$ cat config.mk
export PLATFORM = sky130hd
export DESIGN_NAME = eco_xor_result_collector
export DESIGN_NICKNAME = d
export VERILOG_FILES = /design/src/rtl/eco_collect_pkg.sv /design/src/rtl/eco_sig_lfsr.sv /design/src/rtl/eco_xor_result_collector.sv
export SDC_FILE = /design/constraint.sdc
export NUM_CORES = 1
export LEC_CHECK = 0
export ABC_AREA = 1
export BUFFER_PORTS_ARGS = -buffer_cell sky130_fd_sc_hd__buf_2
export CAP_MARGIN = 5
export CORE_MARGIN = 2
export CORE_UTILIZATION = 49
export DETAILED_ROUTE_END_ITERATION = 7
export GPL_TIMING_DRIVEN = 0
export PLACE_DENSITY = 0.77
export SETUP_SLACK_MARGIN = 0.1
export SKIP_LAST_GASP = 1
export SLEW_MARGIN = 5
export SYNTH_ARGS = -nofsm -noshare
export SYNTH_HDL_FRONTEND = slang
export SYNTH_SLANG_ARGS = --single-unit
$ cat constraint.sdc
create_clock -name clk -period 1.2 [get_ports clk]
set_input_delay 0.06 -clock clk [delete_from_list [all_inputs] [get_ports clk]]
set_output_delay 0.06 -clock clk [all_outputs]
set_load 0.02 [all_outputs]
$ cat src/rtl/eco_collect_pkg.sv
// rtl/eco_collect_pkg.sv - shared state encoding, widths and rotate helper for the XOR result collector
package eco_collect_pkg;

  typedef enum logic [1:0] {
    IDLE    = 2'd0,
    COLLECT = 2'd1,
    REPORT  = 2'd2
  } state_t;

  localparam int MAX_W = 32;
  localparam int N_DEFAULT = 8;
  localparam int CNT_W_DEFAULT = $clog2(N_DEFAULT + 1);

  function automatic int cnt_width(input int n);
    return $clog2(n + 1);
  endfunction

  // Operates on the low w bits of v (upper bits must be zero); w may be 1..MAX_W.
  function automatic logic [MAX_W-1:0] rotl1(input logic [MAX_W-1:0] v, input int unsigned w);
    logic [MAX_W-1:0] mask;
    mask = (MAX_W'(1) << w) - MAX_W'(1);
    return ((v << 1) | (v >> (w - 1))) & mask;
  endfunction

endpackage

$ cat src/rtl/eco_sig_lfsr.sv
// rtl/eco_sig_lfsr.sv - rotate-XOR signature register over accepted results
module eco_sig_lfsr
  import eco_collect_pkg::*;
#(
  parameter int W = 3
) (
  input  logic         clk,
  input  logic         rst,
  input  logic         clear,
  input  logic         enable,
  input  logic [W-1:0] y,
  output logic [W-1:0] sig
);

  always_ff @(posedge clk) begin
    if (rst || clear) begin
      sig <= '0;
    end else if (enable) begin
      sig <= W'(rotl1(MAX_W'(sig), W)) ^ y;
    end
  end

endmodule

$ cat src/rtl/eco_xor_result_collector.sv
// rtl/eco_xor_result_collector.sv - windowed signature and mismatch checker for the 3-bit XOR ECO stage
module eco_xor_result_collector
  import eco_collect_pkg::*;
#(
  parameter int W      = 3,
  parameter int N      = 8,
  parameter int MCNT_W = 4
) (
  input  logic              clk,
  input  logic              rst,
  input  logic              start,
  input  logic              in_valid,
  output logic              in_ready,
  input  logic [W-1:0]      a,
  input  logic [W-1:0]      b,
  input  logic [W-1:0]      y,
  output logic              out_valid,
  input  logic              out_ready,
  output logic [W-1:0]      sig,
  output logic [MCNT_W-1:0] mism_cnt,
  output logic              busy
);

  localparam int CNT_W = cnt_width(N);

  state_t           state;
  state_t           state_next;
  logic [CNT_W-1:0] cnt;
  logic             clear;
  logic             accept;
  logic             last;

  assign accept = in_valid && (state == COLLECT);
  assign clear  = start && (state == IDLE);
  assign last   = accept && (cnt == CNT_W'(N - 1));

  always_ff @(posedge clk) begin
    if (rst) begin
      state <= IDLE;
    end else begin
      state <= state_next;
    end
  end

  always_comb begin
    state_next = state;
    case (state)
      IDLE:    if (start) state_next = COLLECT;
      COLLECT: if (last) state_next = REPORT;
      REPORT:  if (out_ready) state_next = IDLE;
      default: state_next = IDLE;
    endcase
  end

  // Mismatch counter saturates so a badly broken stage still reads as all-ones.
  always_ff @(posedge clk) begin
    if (rst || clear) begin
      cnt      <= '0;
      mism_cnt <= '0;
    end else if (accept) begin
      cnt <= cnt + CNT_W'(1);
      if ((y != (a ^ b)) && (mism_cnt != {MCNT_W{1'b1}})) begin
        mism_cnt <= mism_cnt + MCNT_W'(1);
      end
    end
  end

  eco_sig_lfsr #(.W(W)) u_sig (
    .clk    (clk),
    .rst    (rst),
    .clear  (clear),
    .enable (accept),
    .y      (y),
    .sig    (sig)
  );

  assign in_ready  = (state == COLLECT);
  assign out_valid = (state == REPORT);
  assign busy      = (state != IDLE);

endmodule

==> results of run 1 <==
registers in the layout, summed over array words and instances (netlist names):
| signal | flops |
|---|---|
| state | 2 |
| u_sig.sig | 3 |
| cnt | 4 |
| mism_cnt | 4 |
cell type report:
class	instances	area (sq um)
flip-flops and latches	13	265.3
repair buffers	31	180.2
well taps	16	20.02
inverters	27	106.4
fillers	121	470.5
multi-input cells	79	437.9
clock buffers	4	26.28
timing repair:
item | in CTS | in global routing
pin swaps | 3 | 1
hold endpoints to repair | 2 | 0
resized for setup | 3 | 2
buffers inserted | 6 | 1
hold buffers | 1 | 0
setup endpoints to repair | 5 | 11
logic make-up after synthesis:
logic type | share of synthesized area
compound gates | 0.07016
fa+ha+maj | 0.03189
xor+xnor | 0.04467
buf+inv | 0.1356
flops | 0.3317
simple gates | 0.3860
worst max path at each step:
| stage | from | to | slack (ns) |
|---|---|---|---|
| floorplan | state[0] | cnt[3] | 0.07 |
| global placement | state[1] | cnt[3] | 0.06 |
| detailed placement | state[1] | cnt[3] | 0.04 |
| CTS | state[0] | cnt[3] | 0.1 |
| global route | state[1] | out_valid | 0.01 |
| finish | state[1] | out_valid | 0.06 |
power by group:
part | internal [mW] | switching (mW) | leakage, nW | total [mW]
Clock | 0.129 | 0.148 | 0.0150 | 0.277
Sequential | 0.444 | 0.0123 | 0.107 | 0.457
Combinational | 0.0877 | 0.116 | 0.421 | 0.204
cell usage after synthesis:
library cell	number	area (sq um)
xnor2_1	1	8.760
o21ai_0	1	5.000
o21ai_1	1	5.000
nor2_1	7	26.28
nand3_2	1	10.01
nor2_2	1	6.260
nand4_1	5	31.28
nor3_1	1	5.000
nand2_4	2	22.52
xor2_1	3	26.28
nand3_1	6	30.03
dfxtp_1	13	260.3
nor2_4	2	22.52
nand3b_1	2	15.01
a21oi_1	9	45.04
inv_2	3	11.26
clkinv_4	1	8.760
ha_1	2	25.02
nor4_1	1	6.260
inv_1	23	86.33
nand2_1	34	127.6
metal layers:
| metal | up-vias | global-route usage |
|---|---|---|
| met4 | 0 | 0.06667 |
| met1 | 370 | 0.2270 |
| li1 | 448 | - |
| met3 | 4 | 0.07347 |
| met2 | 11 | 0.3765 |
| met5 | - | 0 |
per-stage QoR:
step / worst slack, ns / instance area (sq um)
after floorplan: 0.07478 / 795.8
after global placement: 0.05572 / 930.9
after detailed placement: 0.03534 / 930.9
after CTS: 0.09671 / 1026
after global routing: 0.01402 / 1036
final: 0.06115 / 1036
worst max-delay path, cell delays in order (launching register included):
cell     delay, ns
dfxtp_2       0.37
inv_1         0.04
nor2_1        0.19
buf_4         0.20
==> metrics.yaml, run 1 <==
grt_remaining_overflow: 0
dp_hpwl_um: 1242
coreArea_sq_mm: 0.001506
slew_violations: 0
cts_tree: "done"
syn_inst: 119
worstPathMaxFanout: 3
hp-start: "out_ready"
routed_via_density: 4.900
dieArea_sq_mm: 0.001937
synth_area_per_cell_sq_um: 6.592
max_freq_ghz: 0.8781
cts_root_buf: "clkbuf_4"
startpoint_type: "flip-flop"
rsz0062_at_grt: "true"
ys_seq_elements: 13
wl_met1_um: 739
finalHoldViolCount: 0
clk_latency_ns: 0.28
rr_startpoint: "state[1]"
rows: 14
maxUsedRoutingLayer: "met4"
drc: 0
ios: 24
r2r_end: "cnt[3]"
met2_length_um: 915
final_cell_mix: "34 x nand2_1, 23 x inv_1, 22 x buf_2"
wl_um: 1734
syn-cell-area_sq_um: 784.5
cts_made_buffers: 3
num_vias: 833
tightest_slew_ns: 0.2309
dieHeight_um: 44.01
synth_nets: 135
seq_area_frac_synth: 0.3317
htree_levels: 1
drive_gt1_frac: 0.3247
finalCriticalPeriod_ns: 1.139
finClkSkew_ns: 0.007057
cap_violations: 0
first_global_vias: 757
clk_path_buf_depth: 2
power_mw: 0.9370
end_kind: "output pin"
antennaDiodeCount: 0
final_common_cell: "nand2_1"
clk_pin_slew_worst_paths_ns: 0.08
gp_congestion: 0.7500
area_growth_pct: 32.06
ir_drop_uv: 937.3
cts_sinks: 13
required_ns: 1.14
critical_path_arrival_ns: 1.08
antenna_found_initial: 0
status: "finished, final reports clean"
nets: 171
initial_core_util: 0.5208
powerDensity_mw_per_mm2: 904.4
yosysUniqueCellTypes: 21
die_w_um: 44.01
p_leak_nw: 0.5428
route.met3.wl_um: 59
timing.final.crit_share: 0.9490
min_path_type: "in2reg"
place_inst: 158
min_delay_worst_endpoint: "state[1]"
worst_r2r_path_depth: 6
drtIter0Drc: 6
grt_pass1_wl_um: 2973
hold_ws_ns: 0.03783
drt_first_pass_iters: 4
setup_tns_ns: 0
rrSetupSlack_ns: 0.12
min_path_cells: 4
grt_start_max_net_pins: 8
post-route-util: 0.6877
port_buffers: 23
slew_headroom: 0.8446
setup-violations-final: 0
fin_cells: 170
grt_use_total: 0.2090
routedWlPerCell_um: 10.20
ant_nets: 0
yosys_warnings: 0
path_class: "reg2out"
Power figures use the tool's default switching activity.
==> run 2: changes to the inputs <==
--- a/config.mk
+++ b/config.mk
@@ -9,13 +9,15 @@
 export BUFFER_PORTS_ARGS = -buffer_cell sky130_fd_sc_hd__buf_2
 export CAP_MARGIN = 5
 export CORE_MARGIN = 2
-export CORE_UTILIZATION = 49
+export CORE_UTILIZATION = 50
 export DETAILED_ROUTE_END_ITERATION = 7
 export GPL_TIMING_DRIVEN = 0
+export MAX_ROUTING_LAYER = met4
 export PLACE_DENSITY = 0.77
 export SETUP_SLACK_MARGIN = 0.1
 export SKIP_LAST_GASP = 1
 export SLEW_MARGIN = 5
 export SYNTH_ARGS = -nofsm -noshare
 export SYNTH_HDL_FRONTEND = slang
+export SYNTH_HIERARCHICAL = 1
 export SYNTH_SLANG_ARGS = --single-unit
==> metrics.yaml, run 2 <==
gp_congestion: 0.7870  # was 0.7500
tightest_slew_ns: 0.2380  # was 0.2309 ns
routed_via_density: 4.902  # was 4.900
first_global_vias: 752  # was 757
rsz0062_at_grt: "true"  # unchanged
max_freq_ghz: 0.8638  # was 0.8781 GHz
finalCriticalPeriod_ns: 1.158  # was 1.139 ns
slew_headroom: 0.8411  # was 0.8446
post-route-util: 0.7086  # was 0.6877
preCtsSetupSlack_ns: 0.0006700  # was 0.03534 ns
rr_startpoint: "state[0]"  # was state[1]
antenna_found_initial: 0  # unchanged
syn_inst: 136  # was 119
antennaDiodeCount: 0  # unchanged
die_w_um: 44.89  # was 44.01 um
rows: 14  # unchanged
min_path_cells: 2  # was 4
setup-violations-final: 0  # unchanged
switchingPower_mw: 0.2865  # was 0.2757 mW
coreArea_sq_mm: 0.001541  # was 0.001506 sq mm
min_path_type: "in2reg"  # unchanged
dieArea_sq_mm: 0.002015  # was 0.001937 sq mm
fill_cells: 128  # was 121
rrSetupSlack_ns: 0.04  # was 0.12 ns
cts_tree: "done"  # unchanged
status: "finished, final reports clean"  # unchanged
final_cell_area_sq_mm: 0.001092  # was 0.001036 sq mm
synth.most_common_cell: "nand2_1"  # unchanged
grt_pass1_wl_um: 2911  # was 2973 um
grt_remaining_overflow: 0  # unchanged
hold_ws_ns: 0.01274  # was 0.03783 ns
synth_nets: 152  # was 135
wl_um: 1810  # was 1734 um
power_mw: 0.9502  # was 0.9370 mW
port_buffers: 23  # unchanged
drt_first_pass_iters: 4  # unchanged
yosys.area.top_type_share: 0.3114  # was 0.3317
nets: 184  # was 171
cts_made_buffers: 3  # unchanged
finClkSkew_ns: 0.003349  # was 0.007057 ns
reg_top3: "cnt (4), mism_cnt (4), u_sig/sig (3)"  # was cnt (4), mism_cnt (4), u_sig.sig (3)
slew_violations: 0  # unchanged
cts_root_buf: "clkbuf_4"  # unchanged
final_cell_mix: "40 x nand2_1, 34 x inv_1, 21 x buf_2"  # was 34 x nand2_1, 23 x inv_1, 22 x buf_2
routedWlPerCell_um: 9.891  # was 10.20 um
drtIter0Drc: 24  # was 6
worst_r2r_path_depth: 9  # was 6
dp_hpwl_um: 1338  # was 1242 um
min_delay_worst_endpoint: "state[1]"  # unchanged
setup_tns_ns: 0  # unchanged
synth.area.top_cells: "dfxtp_1 31%, nand2_1 18%, inv_1 16%, nor2_1 5.8%, nand3_1 5.4%"  # was dfxtp_1 33%, nand2_1 16%, inv_1 11%, a21oi_1 5.7%, nand4_1 4.0%
postCtsHoldBufs: 0  # was 1
powerDensity_mw_per_mm2: 869.9  # was 904.4 mW/mm^2
area_growth_pct: 30.69  # was 32.06%
drive_gt1_frac: 0.2874  # was 0.3247
required_ns: 1.42  # was 1.14 ns
seq_area_frac_synth: 0.3114  # was 0.3317
p_leak_nw: 0.5986  # was 0.5428 nW
startpoint_type: "flip-flop"  # unchanged
htree_levels: 1  # unchanged
ios: 24  # unchanged
intPower_mw: 0.6637  # was 0.6612 mW
finalHoldViolCount: 0  # unchanged
clk_latency_ns: 0.27  # was 0.28 ns
worstPathMaxFanout: 8  # was 3
end_kind: "flip-flop"  # was output pin
grt_start_max_net_pins: 9  # was 8
num_vias: 897  # was 833
synth_area_per_cell_sq_um: 6.146  # was 6.592 sq um
initial_core_util: 0.5422  # was 0.5208
placed_area_sq_um: 979.7  # was 930.9 sq um
syn-cell-area_sq_um: 835.8  # was 784.5 sq um
ir_drop_uv: 842.0  # was 937.3 uV
clk_path_buf_depth: 2  # unchanged
comb_power_share: 0.229  # was 0.217
dieHeight_um: 44.89  # was 44.01 um
synthTopCellsByCount: "40 x nand2_1, 35 x inv_1, 13 x dfxtp_1, 13 x nor2_1, 9 x nand3_1"  # was 34 x nand2_1, 23 x inv_1, 13 x dfxtp_1
ys_seq_elements: 13  # unchanged
cts_sinks: 13  # unchanged
ant_nets: 0  # unchanged
path_class: "reg2reg"  # was reg2out
drc: 0  # unchanged
fin_ws_ns: 0.04237  # was 0.06115 ns
clockPowerShare: 0.287  # was 0.295
synth_edf_count: 0  # unchanged
hp-start: "rst"  # was out_ready
postSynth.asyncResetShare: 0  # unchanged
place_inst: 175  # was 158
sw_frac_of_total: 0.3015  # was 0.2943
grt_use_total: 0.1995  # was 0.2090
critical_path_arrival_ns: 1.38  # was 1.08 ns
timing.final.crit_share: 0.9647  # was 0.9490
yosys_warnings: 6  # was 0
final_common_cell: "nand2_1"  # unchanged
pwr-share-seq: 0.484  # was 0.487
cap_violations: 0  # unchanged
r2r_end: "u_sig/sig[1]"  # was cnt[3]
fin_cells: 183  # was 170
synth_flop_cell: "dfxtp_1"  # unchanged
yosysUniqueCellTypes: 17  # was 21
clk_pin_slew_worst_paths_ns: 0.08  # about the same
yosys.area.top_type: "dfxtp_1"  # unchanged
[run 2: timing repair]
item / CTS / global route
endpoints found under the setup margin: 7 / 15
pin swaps: 3 / 1
resized for setup: 2 / 10
buffers inserted: 3 / 1
[run 2: critical path, cell delays in order (launching register included)]
cell and delay [ns]:
dfxtp_2 0.35, inv_2 0.04, nor2_4 0.12, nand2_4 0.09, inv_8 0.09, buf_12 0.11, nor2_1 0.05, nor2_1 0.14
nand2_1 0.07, inv_1 0.04
[run 2: area by class of cell]
cell class | instances | area (sq um) | share of cell area
Clock buffer | 4 | 26.28 | 0.02405
Inverter | 37 | 146.4 | 0.1340
Multi-Input combinational cell | 86 | 469.2 | 0.4296
Sequential cell | 13 | 267.8 | 0.2451
Tap cell | 16 | 20.02 | 0.01833
Timing Repair Buffer | 27 | 162.7 | 0.1489
[run 2: worst max path at each step]
stage          startpoint           end  slack (ns)
5_1_grt          state[0]        cnt[3]       -0.04
2_1_floorplan    state[0]        cnt[3]      -0.009
3_3_place_gp     state[0]        cnt[3]        0.02
3_5_place_dp     state[0]        cnt[3]      0.0007
6_report         state[0]  u_sig/sig[1]        0.04
4_1_cts          state[0]        cnt[3]        0.07
[run 2: cells by family after synthesis]
logic type                 synth area share
and+or+nand+nor                      0.4341
AOI/OAI and AO/OA                   0.04191
xor gates and xnor gates            0.01048
DFF                                  0.3114
buffers and inverters                0.1722
adders and majority gates           0.02994
[run 2: power groups by stage]
stage | clock, mW | combinational (mW) | sequential [mW]
detailed placement | 0 | 0.191 | 0.470
global placement | 0 | 0.182 | 0.469
CTS | 0.277 | 0.207 | 0.460
global route | 0.289 | 0.244 | 0.462
finish | 0.273 | 0.218 | 0.460
floorplan | 0 | 0.120 | 0.478
[run 2: per-layer routing]
metal	vias up	global-route usage	wire length (um)
li1	470	-	-
met1	410	0.2060	732
met2	13	0.3739	994
met3	4	0.03600	58
met4	0	0.07059	24
met5	-	-	0
==> run 3: changes to the inputs <==
--- a/config.mk
+++ b/config.mk
@@ -9,11 +9,10 @@
 export BUFFER_PORTS_ARGS = -buffer_cell sky130_fd_sc_hd__buf_2
 export CAP_MARGIN = 5
 export CORE_MARGIN = 2
-export CORE_UTILIZATION = 50
+export CORE_UTILIZATION = 40
 export DETAILED_ROUTE_END_ITERATION = 7
 export GPL_TIMING_DRIVEN = 0
 export MAX_ROUTING_LAYER = met4
-export PLACE_DENSITY = 0.77
 export SETUP_SLACK_MARGIN = 0.1
 export SKIP_LAST_GASP = 1
 export SLEW_MARGIN = 5
==> metrics.yaml, run 3 (same netlist as run 2, synthesis figures left out) <==
status: "finished, final reports clean"  # unchanged
timing.final.crit_share: 0.9431  # was 0.9647
cts_tree: "done"  # unchanged
clk_path_buf_depth: 2  # unchanged
htree_levels: 1  # unchanged
cts_made_buffers: 3  # unchanged
end_kind: "flip-flop"  # unchanged
slew_headroom: 0.8465  # was 0.8411
dieHeight_um: 49.71  # was 44.89 um
grt_start_max_net_pins: 9  # unchanged
grt_pass1_wl_um: 3036  # was 2911 um
final_cell_mix: "38 x nand2_1, 34 x inv_1, 21 x buf_2"  # was 40 x nand2_1, 34 x inv_1, 21 x buf_2
tightest_slew_ns: 0.2299  # was 0.2380 ns
fin_cells: 194  # was 183
finalHoldViolCount: 0  # unchanged
routedWlPerCell_um: 8.789  # was 9.891 um
p_leak_nw: 0.6059  # was 0.5986 nW
area_growth_pct: 34.88  # was 30.69%
fill_cells: 222  # was 128
path_delay_family: "simple AND/OR/NAND/NOR gates"  # unchanged
ios: 24  # unchanged
antennaDiodeCount: 0  # unchanged
required_ns: 1.38  # was 1.42 ns
powerDensity_mw_per_mm2: 841.3  # was 869.9 mW/mm^2
initial_core_util: 0.4260  # was 0.5422
hold_ws_ns: 0.01214  # was 0.01274 ns
place_inst: 186  # was 175
worstPathMaxFanout: 6  # was 8
first_global_vias: 787  # was 752
antenna_found_initial: 0  # unchanged
drive_gt1_frac: 0.3174  # was 0.2874
slew_violations: 0  # unchanged
final_common_cell: "nand2_1"  # unchanged
cts_root_buf: "clkbuf_4"  # unchanged
wl_um: 1705  # was 1810 um
path_class: "reg2reg"  # unchanged
critPathBufInv: 2  # was 4
nets: 184  # unchanged
cap_violations: 0  # unchanged
clk_latency_ns: 0.27  # about the same
finClkSkew_ns: 0.006807  # was 0.003349 ns
coreArea_sq_mm: 0.001962  # was 0.001541 sq mm
num_vias: 872  # was 897
finalCriticalPeriod_ns: 1.132  # was 1.158 ns
min_path_type: "in2reg"  # unchanged
rows: 16  # was 14
gp_congestion: 0.7664  # was 0.7870
post-route-util: 0.5746  # was 0.7086
drtIter0Drc: 7  # was 24
reg_top3: "cnt (4), mism_cnt (4), u_sig/sig (3)"  # unchanged
drc: 0  # unchanged
die_w_um: 49.71  # was 44.89 um
critical_path_arrival_ns: 1.31  # was 1.38 ns
routed_via_density: 4.495  # was 4.902
max_freq_ghz: 0.8837  # was 0.8638 GHz
drt_first_pass_iters: 4  # unchanged
rsz0062_at_grt: "true"  # unchanged
dp_hpwl_um: 1296  # was 1338 um
dieArea_sq_mm: 0.002471  # was 0.002015 sq mm
ant_nets: 0  # unchanged
postCtsHoldBufs: 0  # unchanged
slowest_delay_ns: 0.35  # about the same
setup-violations-final: 0  # unchanged
port_buffers: 23  # unchanged
ir_drop_uv: 797.3  # was 842.0 uV
startpoint_type: "flip-flop"  # unchanged
slowest_stage: "dfxtp_2"  # unchanged
grt_remaining_overflow: 0  # unchanged
clk_pin_slew_worst_paths_ns: 0.08  # about the same
grt_use_total: 0.1623  # was 0.1995
crit_chain: "inv_2, nor2_4, nand2_4, inv_8, nand2_4, nor2_4, nand3_2, and3_1"  # was inv_2, nor2_4, nand2_4, inv_8, buf_12, nor2_1, nor2_1, nand2_1, inv_1
cts_sinks: 13  # unchanged
run 3: cell counts in the layout (fill, tap and decap cells not counted):
Identical to the previous run, type by type.
run 3: final cells by class:
type | instances | area (sq um) | share of cell area
multi-input cells | 86 | 486.7 | 0.4317
flip-flops and latches | 13 | 267.8 | 0.2375
repair buffers | 27 | 166.4 | 0.1476
inverters | 37 | 146.4 | 0.1299
well taps | 27 | 33.78 | 0.02997
clock buffers | 4 | 26.28 | 0.02331
run 3: what timing repair did:
item | 4_1_cts | 5_1_grt
gates cloned | 0 | 0
gates resized for setup | 3 | 17
buffers inserted | 2 | 2
pin swaps | 4 | 11
endpoints found under the setup margin | 7 | 13
run 3: final timing paths:
kind | from | end | slack, ns | depth (start not counted)
min reg2reg | cnt[0] | cnt[0] | 0.51 | 2
max reg2reg | state[0] | cnt[3] | 0.07 | 8
max | state[0] | cnt[3] | 0.07 | 8
min | rst | state[1] | 0.01 | 2
run 3: routing by layer:
metal,GRT usage,share of wire,vias up
met5,-,0,-
met4,0.04167,0.0070,0
met3,0.05455,0.064,2
met2,0.2756,0.49,20
met1,0.1823,0.44,383
li1,-,-,467
run 3: report_power, final:
part / internal (mW) / leakage (nW) / total (mW) / switching (mW)
Sequential: 0.444 / 0.108 / 0.459 / 0.0155
Clock: 0.129 / 0.0150 / 0.267 / 0.138
Combinational: 0.0952 / 0.483 / 0.222 / 0.127
run 3: metrics by stage:
step                      setup WS, ns  total power, mW  cell area (sq um)  setup TNS [ns]
after floorplan              -0.008559           0.5979              844.6       -0.008559
after global placement         0.02721           0.6534              993.5               0
after detailed placement     -0.008335           0.6594              993.5       -0.008335
after CTS                      0.06185           0.9421               1056               0
after global routing          -0.01844            1.017               1127        -0.02636
final                          0.06834           0.9484               1127               0
